## config.mk

```make
export PLATFORM = sky130hd
export DESIGN_NAME = sa_result_buffer
export DESIGN_NICKNAME = d
export VERILOG_FILES = /design/src/rtl/sa_pkg.sv /design/src/rtl/sa_rb_mem.sv /design/src/rtl/sa_result_buffer.sv
export SDC_FILE = /design/constraint.sdc
export NUM_CORES = 1
export LEC_CHECK = 0
export CORE_UTILIZATION = 35
export DETAILED_ROUTE_END_ITERATION = 6
export PLACE_DENSITY = 0.54
export SLEW_MARGIN = 15
export SYNTH_ARGS = -nofsm -noshare
export SYNTH_HDL_FRONTEND = slang
export SYNTH_HIERARCHICAL = 1
export SYNTH_SLANG_ARGS = --single-unit
```

## constraint.sdc

```tcl
create_clock -name clk -period 2.7 [get_ports clk]
set_input_delay 0.27 -clock clk [delete_from_list [all_inputs] [get_ports clk]]
set_output_delay 0.27 -clock clk [all_outputs]
set_load 0.02 [all_outputs]
```

## src/rtl/sa_pkg.sv

```systemverilog
// sa_pkg: shared widths, types and helpers for the simple-adder result path.
//   SA_BUS_WIDTH : width of one adder result word
//   SA_RB_DEPTH  : default result-buffer depth (power of two, >= 2)
//   sa_word_t    : one adder result word
//   sa_rb_stat_t : 16-bit statistics counter
package sa_pkg;
  localparam int SA_BUS_WIDTH = 4;
  localparam int SA_RB_DEPTH  = 8;

  typedef logic [SA_BUS_WIDTH-1:0] sa_word_t;
  typedef logic [15:0]             sa_rb_stat_t;

  // Increment that sticks at all-ones instead of wrapping.
  function automatic sa_rb_stat_t sa_sat_inc(input sa_rb_stat_t v);
    return (v == 16'hFFFF) ? v : v + 16'd1;
  endfunction
endpackage

```

## src/rtl/sa_rb_mem.sv

```systemverilog
// sa_rb_mem: DEPTH x WIDTH storage for the result buffer.
// Synchronous write, asynchronous (combinational) read so the head word is
// visible as soon as the read pointer moves. Contents are not reset.
// Ports:
//   clk     : clock
//   we_i    : write enable
//   waddr_i : write address
//   wdata_i : write data
//   raddr_i : read address
//   rdata_o : data stored at raddr_i
module sa_rb_mem #(
  parameter int WIDTH = 4,
  parameter int DEPTH = 8,
  parameter int AW    = $clog2(DEPTH)
) (
  input  logic             clk,
  input  logic             we_i,
  input  logic [AW-1:0]    waddr_i,
  input  logic [WIDTH-1:0] wdata_i,
  input  logic [AW-1:0]    raddr_i,
  output logic [WIDTH-1:0] rdata_o
);
  logic [WIDTH-1:0] mem_q [DEPTH];

  always_ff @(posedge clk) begin
    if (we_i) mem_q[waddr_i] <= wdata_i;
  end

  assign rdata_o = mem_q[raddr_i];
endmodule

```

## src/rtl/sa_result_buffer.sv

```systemverilog
// sa_result_buffer: captures adder results (sig_out qualified by sig_en_o)
// into a first-word-fall-through FIFO and drains them over valid/ready.
// A push arriving while full and not popping is dropped and sets the sticky
// overflow flag (set beats ovf_clr in the same cycle).
// Ports:
//   clk, rst            : clock, synchronous active-high reset
//   sig_out, sig_en_o   : adder result and its valid strobe (push request)
//   m_data, m_valid     : head word and its valid (FIFO not empty)
//   m_ready             : consumer accepts m_data this cycle
//   count, full, empty  : occupancy and derived flags
//   overflow, ovf_clr   : sticky drop flag and its clear
//   accept_cnt, drop_cnt: saturating push/drop counters (only when the
//                         SA_RB_STATS_EN macro is defined)
module sa_result_buffer
  import sa_pkg::*;
#(
  parameter int BUS_WIDTH = SA_BUS_WIDTH,
  parameter int DEPTH     = SA_RB_DEPTH
) (
  input  logic                         clk,
  input  logic                         rst,
  input  logic [BUS_WIDTH-1:0]         sig_out,
  input  logic                         sig_en_o,
  output logic [BUS_WIDTH-1:0]         m_data,
  output logic                         m_valid,
  input  logic                         m_ready,
  output logic [$clog2(DEPTH+1)-1:0]   count,
  output logic                         full,
  output logic                         empty,
  output logic                         overflow,
  input  logic                         ovf_clr
`ifdef SA_RB_STATS_EN
  ,
  output sa_rb_stat_t                  accept_cnt,
  output sa_rb_stat_t                  drop_cnt
`endif
);
  localparam int AW = $clog2(DEPTH);
  localparam int CW = $clog2(DEPTH+1);

  logic [AW-1:0]        rd_ptr_q, rd_ptr_d;
  logic [AW-1:0]        wr_ptr_q, wr_ptr_d;
  logic [CW-1:0]        count_q, count_d;
  logic                 overflow_q, overflow_d;
  logic [BUS_WIDTH-1:0] rd_data;
  logic                 push, pop, drop;

  assign empty   = (count_q == '0);
  assign full    = (count_q == CW'(DEPTH));
  assign m_valid = !empty;
  assign pop     = m_valid & m_ready;
  // A pop in the same cycle frees the slot, so a full FIFO can still accept.
  assign push    = sig_en_o & (!full | pop);
  assign drop    = sig_en_o & full & !pop;

  sa_rb_mem #(
    .WIDTH (BUS_WIDTH),
    .DEPTH (DEPTH),
    .AW    (AW)
  ) u_mem (
    .clk     (clk),
    .we_i    (push & !rst),
    .waddr_i (wr_ptr_q),
    .wdata_i (sig_out),
    .raddr_i (rd_ptr_q),
    .rdata_o (rd_data)
  );

  // Memory is not reset, so mask the head word to zero while empty.
  assign m_data   = m_valid ? rd_data : '0;
  assign count    = count_q;
  assign overflow = overflow_q;

  always_comb begin
    // Power-of-two depth: pointers wrap naturally.
    rd_ptr_d   = pop  ? rd_ptr_q + 1'b1 : rd_ptr_q;
    wr_ptr_d   = push ? wr_ptr_q + 1'b1 : wr_ptr_q;
    count_d    = count_q;
    case ({push, pop})
      2'b10:   count_d = count_q + 1'b1;
      2'b01:   count_d = count_q - 1'b1;
      default: count_d = count_q;
    endcase
    overflow_d = overflow_q;
    if (drop)         overflow_d = 1'b1;
    else if (ovf_clr) overflow_d = 1'b0;
  end

  always_ff @(posedge clk) begin
    if (rst) begin
      rd_ptr_q   <= '0;
      wr_ptr_q   <= '0;
      count_q    <= '0;
      overflow_q <= 1'b0;
    end else begin
      rd_ptr_q   <= rd_ptr_d;
      wr_ptr_q   <= wr_ptr_d;
      count_q    <= count_d;
      overflow_q <= overflow_d;
    end
  end

`ifdef SA_RB_STATS_EN
  sa_rb_stat_t accept_cnt_q, accept_cnt_d;
  sa_rb_stat_t drop_cnt_q,   drop_cnt_d;

  always_comb begin
    accept_cnt_d = push ? sa_sat_inc(accept_cnt_q) : accept_cnt_q;
    drop_cnt_d   = drop ? sa_sat_inc(drop_cnt_q)   : drop_cnt_q;
  end

  always_ff @(posedge clk) begin
    if (rst) begin
      accept_cnt_q <= '0;
      drop_cnt_q   <= '0;
    end else begin
      accept_cnt_q <= accept_cnt_d;
      drop_cnt_q   <= drop_cnt_d;
    end
  end

  assign accept_cnt = accept_cnt_q;
  assign drop_cnt   = drop_cnt_q;
`endif
endmodule

```

# [After elaboration in Yosys (flattened, before gate mapping)]
# Memory sizes are Yosys's and may differ from the RTL's. A register that Yosys moved wholly into a read port is not among the register bits.
# Index checks and enable logic that the tools add are counted.
[classes] reduce_logical=7 bitwise_logic=6 add_sub_neg=4 muxes=8 n_eq_ne=3
[op_table] operator="$pmux 4 s2" count=1
[op_table] operator="$add 3x1->3 const B" count=2
[op_table] operator="$mux 3" count=2
[op_table] operator="$and 1x1->1" count=5
[op_table] operator="$add 4x1->4 const B" count=1
[op_table] operator="$eq 4x4->1 const B" count=1
[op_table] operator="$logic_not 1->1" count=4
[op_table] operator="$logic_not 4->1" count=1
[op_table] operator="$mux 1" count=4
[op_table] operator="$mux 4" count=1
[op_table] operator="$reduce_bool 2->1" count=2
[op_table] operator="$sub 4x1->4 const B" count=1
[op_table] operator="$eq 2x1->1 const B" count=1
[op_table] operator="$eq 2x2->1 const B" count=1
[op_table] operator="$or 1x1->1" count=1
[totals] mem_count=1 word_cells=33 out_inout_bits=12 ff_bits=11 ram_bits=32 inputBits=9
[memory_table] memory="u_mem.mem_q" words=8 width=4 read_ports=1 rd_clocked_by_memory_dff=1 write_ports=1 line="sa_rb_mem.sv:23" source="logic [WIDTH-1:0] mem_q [DEPTH];"

# [Logic depth before layout (Yosys ltp)]
[logic_depth] ltp_word=8 depth_mapped=9 mapped_depth_nobuf=8

# [Cells and area by module]
# The synthesis kept the hierarchy.
[by_module_without_submodules] module="sa_rb_mem" area_each_um2=1290.0 cells_each=59 seq_area_each_um2=960.9 instances=1
[by_module_without_submodules] module="sa_result_buffer" area_each_um2=701.9 cells_each=77 seq_area_each_um2=220.2 instances=1

# [Worst setup path after synthesis]
# Ideal clock, no wire load.
[synth_timing] kind="register to register" start="reg count_q[0] (netlist: count[0])" end="reg count_q[2] (netlist: count[2])" stages_incl_launch_ff=10 n_path_buf=1 setup_ns=0.139 path_slack_ns=0.648 arrival_time_ns=1.913 period_less_slack_ns=2.052 cell_sequence="dfxtp_1 buf_6 o41ai_4 or2_2 xnor2_1 ha_1 nor2_1 nor4_1 a311oi_1 o221ai_1"
[synth_between] elab_chain_len=7 word_cells_on_any_way=13 classes_between="add/sub: 2; eq/ne: 3; mux: 1; bitwise: 3; reduce/logical: 4"
[synth_rtl] item="from (decl)" line="sa_result_buffer.sv:43" source="logic [CW-1:0] count_q, count_d;"
[synth_rtl] item="from (signal assigned)" line="sa_result_buffer.sv:98" source="count_q <= count_d;"
[synth_rtl] item="$logic_not 4->1" line="sa_result_buffer.sv:48" source="assign empty = (count_q == '0);"
[synth_rtl] item="$logic_not 1->1" line="sa_result_buffer.sv:50" source="assign m_valid = !empty;"
[synth_rtl] item="$and 1x1->1" line="sa_result_buffer.sv:51" source="assign pop = m_valid & m_ready;"
[synth_rtl] item="$or 1x1->1" line="sa_result_buffer.sv:53" source="assign push = sig_en_o & (!full | pop);"
[synth_rtl] item="$and 1x1->1" line="sa_result_buffer.sv:53"
[synth_rtl] item="$eq 2x1->1 or $eq 2x2->1 (tied branches)" line="sa_result_buffer.sv:79" source="case ({push, pop})"
[synth_rtl] item="$pmux 4 s2 or $reduce_bool 2->1 (tied branches)"
# Parallel ways exist; a longest one is shown, timed or not.
# A chain may end at the register's enable or synchronous reset.

==> results.yml <==
synth:
  synth_edf_count: 32
  seq_area_frac_synth: 0.5930
  yosysTopAreaCell: "edfxtp_1"
  synth.cell_area_sq_mm: 0.001992
  ys_ff_latch: 43
  synth_flop_cell: "edfxtp_1"
  synth.top_cells.by_area: "edfxtp_1 48%, dfxtp_1 11%, mux4_1 11%"
  syn_area_per_cell_sq_um: 14.65
  yosys_warnings: 6
  syn_nets: 148
  async_flop_share: 0
  yosysTopAreaCellShare: 0.4824
  ys_types: 37
  netlist_instances: 136
setup_path:
  worstSetupPathType: "register to primary output"
  end_kind: "primary output"
  ff2ff_path_depth: 8
  r2r-start: "count[0]"
  rr_endpoint: "count[2]"
  crit_arrival_ns: 2.32
  cp.required_ns: 2.43
  reg2reg_slack_ns: 0.44
  cp_max_fo: 7
  cp-start-kind: "register"
finish:
  multiInputGateArea_sq_um: 735.7
  antenna_cells: 0
  area_growth_pct: 19.97
  regArea_sq_mm: 0.001182
  design_area_sq_mm: 0.002390
  fill_cells: 483
  final_nets: 172
  drive_gt1_frac: 0.1491
sta:
  fin_tns_setup_ns: 0
  hold_viol_final: 0
  fmax_mhz: 386.0
  finalHoldWorstSlack_ns: 0.4925
  rsz0062_at_grt: "no"
  relSlewSlack: 0.6745
  finalCritPeriodShare: 0.9594
  tightest_slew_ns: 0.4864
  setup_viol_count_final: 0
  fin_skew_ns: 0.003949
  min_period_ns: 2.591
  drv_slew: 0
place:
  place.gp.congestion: 0.7097
  io_buffer_count: 20
  dpl-instance-area_sq_mm: 0.002276
  dp_hpwl_mm: 2.497
global_route:
  grt_pass1_vias: 1072
  grt_pass1_wl_mm: 5.485
  grtUsageTotal: 0.1226
  antenna_found_initial: 0
  grt_max_degree: 15
  gr-total-overflow: 0
power:
  p_comb_frac: 0.336
  intPower_mw: 1.394
  power_mw: 2.018
  seqPwrFrac: 0.418
  ir_worst_vdd_mv: 0.2920
  switching_share: 0.3093
  power_density_mw_per_mm2: 844.4
  switchingPower_mw: 0.6242
  p_leak_nw: 0.8154
  clock_power_share: 0.245
drt:
  dr.pass1.iters: 4
  vias_per_cell: 4.914
  post-route-drc-count: 0
  antenna_left: 0
  drt-total-wl_mm: 3.431
  drtIter0Drc: 81
  vias: 1145
  wl_per_cell_um: 14.73
floorplan:
  num_rows: 27
  io-pin-count: 21
  die_y_um: 77.44
  die_x_um: 77.44
  dieArea_sq_mm: 0.005997
  coreArea_sq_mm: 0.005507
  initial_core_util: 0.3617
run:
  drv_cap: 0
cts:
  cts-root-buf: "clkbuf_8"
  clk_path_buf_depth: 2
  clk_latency_ns: 0.29
  cts_hold_buf: 0
  clk_pin_slew_ns: 0.08
  cts-resized-gates: 0
  cts_tree: "done"
  h-tree-depth: 2
  cts_setup_buffers: 0
  cts_made_buffers: 5
  cts.sinks: 43
min_path:
  hold_class: "register to register"
  hold_path_depth: 2
  worstHoldStart: "overflow"
  holdPathEnd: "overflow"
run_status:
  outcome: "finished, final reports clean"
==> cell type report <==
type,count,area share
flip-flops and latches,43,0.4948
multi-input cells,81,0.3079
repair buffers,26,0.1079
well taps,72,0.03770
clock buffers,5,0.02880
clock inverters,3,0.01832
inverters,3,0.004712
==> sequential cells by signal (all words and copies together) (netlist names) <==
| signal | count |
|---|---|
| wr_ptr_q | 3 |
| u_mem/mem_q | 32 |
| count | 4 |
| rd_ptr_q | 3 |
| overflow | 1 |
==> power by group through the flow <==
stage          clock [mW]  combinational, mW  sequential [mW]
6_report            0.495              0.679            0.844
5_1_grt             0.531              0.728            0.856
4_1_cts             0.503              0.686            0.843
3_5_place_dp            0              0.683            0.858
3_3_place_gp            0              0.678            0.858
2_1_floorplan           0              0.499            0.818
==> per-stage QoR <==
stage          setup slack [ns]    util  instances
2_1_floorplan            0.6479       -        136
3_5_place_dp             0.3132  0.4133        225
6_report                 0.1095  0.4340        233
4_1_cts                0.001005  0.4338        233
3_3_place_gp             0.3402  0.4133        225
5_1_grt                 0.04138  0.4340        233
==> routing by layer <==
layer,vias up,GRT usage,wire [um]
met2,15,0.1832,1558
li1,565,-,-
met3,5,0.03529,113
met4,0,0.04528,50
met1,560,0.1683,1709
met5,-,0,0
==> cell families (layout without fill, tap and decap cells) <==
logic type | count (synthesis) | in the layout | share of synthesized area
buffers and inverters | 12 | 37 | 0.03769
multiplexers | 14 | 14 | 0.1382
adder cells (fa/ha/maj) | 3 | 3 | 0.01885
AND/OR/NAND/NOR | 45 | 45 | 0.1194
AO/OA/AOI/OAI | 11 | 11 | 0.05779
flip-flops | 43 | 43 | 0.5930
XOR/XNOR | 8 | 8 | 0.03517
==> how the worst max path moves through the flow <==
stage,start,to,slack [ns],cells after the start
6_report,rd_ptr_q[0],m_data[0],0.11,5
2_1_floorplan,count[0],count[2],0.65,9
5_1_grt,rd_ptr_q[0],m_data[2],0.04,5
4_1_cts,rd_ptr_q[0],m_data[0],0.001,5
3_5_place_dp,m_ready,count[2],0.31,9
3_3_place_gp,rd_ptr_q[0],m_data[0],0.34,5
==> worst max-delay path: stages (launching register included) <==
cell and delay (ns):
dfxtp_2 0.40, buf_12 0.14, mux4_1 0.54, mux2_2 0.28, and2_1 0.14, clkdlybuf4s50_1 0.53
==> cell usage after synthesis (all sizes together), types with 3 or more instances <==
cell type	instances
edfxtp	32
nor2	17
dfxtp	11
mux4	8
buf	6
nand2b	6
nand2	5
and2	4
mux2	4
xnor2	4
xor2	4
a21oi	3
clkbuf	3
ha	3
inv	3
nor3	3
==> placed cells by master (no fill, tap or decap), drive strengths merged, types with 4 or more instances in the layout <==
cell	n
and2	4
buf	6
clkbuf	5
clkdlybuf4s50	20
dfxtp	11
edfxtp	32
mux2	4
mux4	8
nand2	5
nand2b	6
nor2	17
xnor2	4
xor2	4
Note: power is estimated with default switching activity, not from simulation.
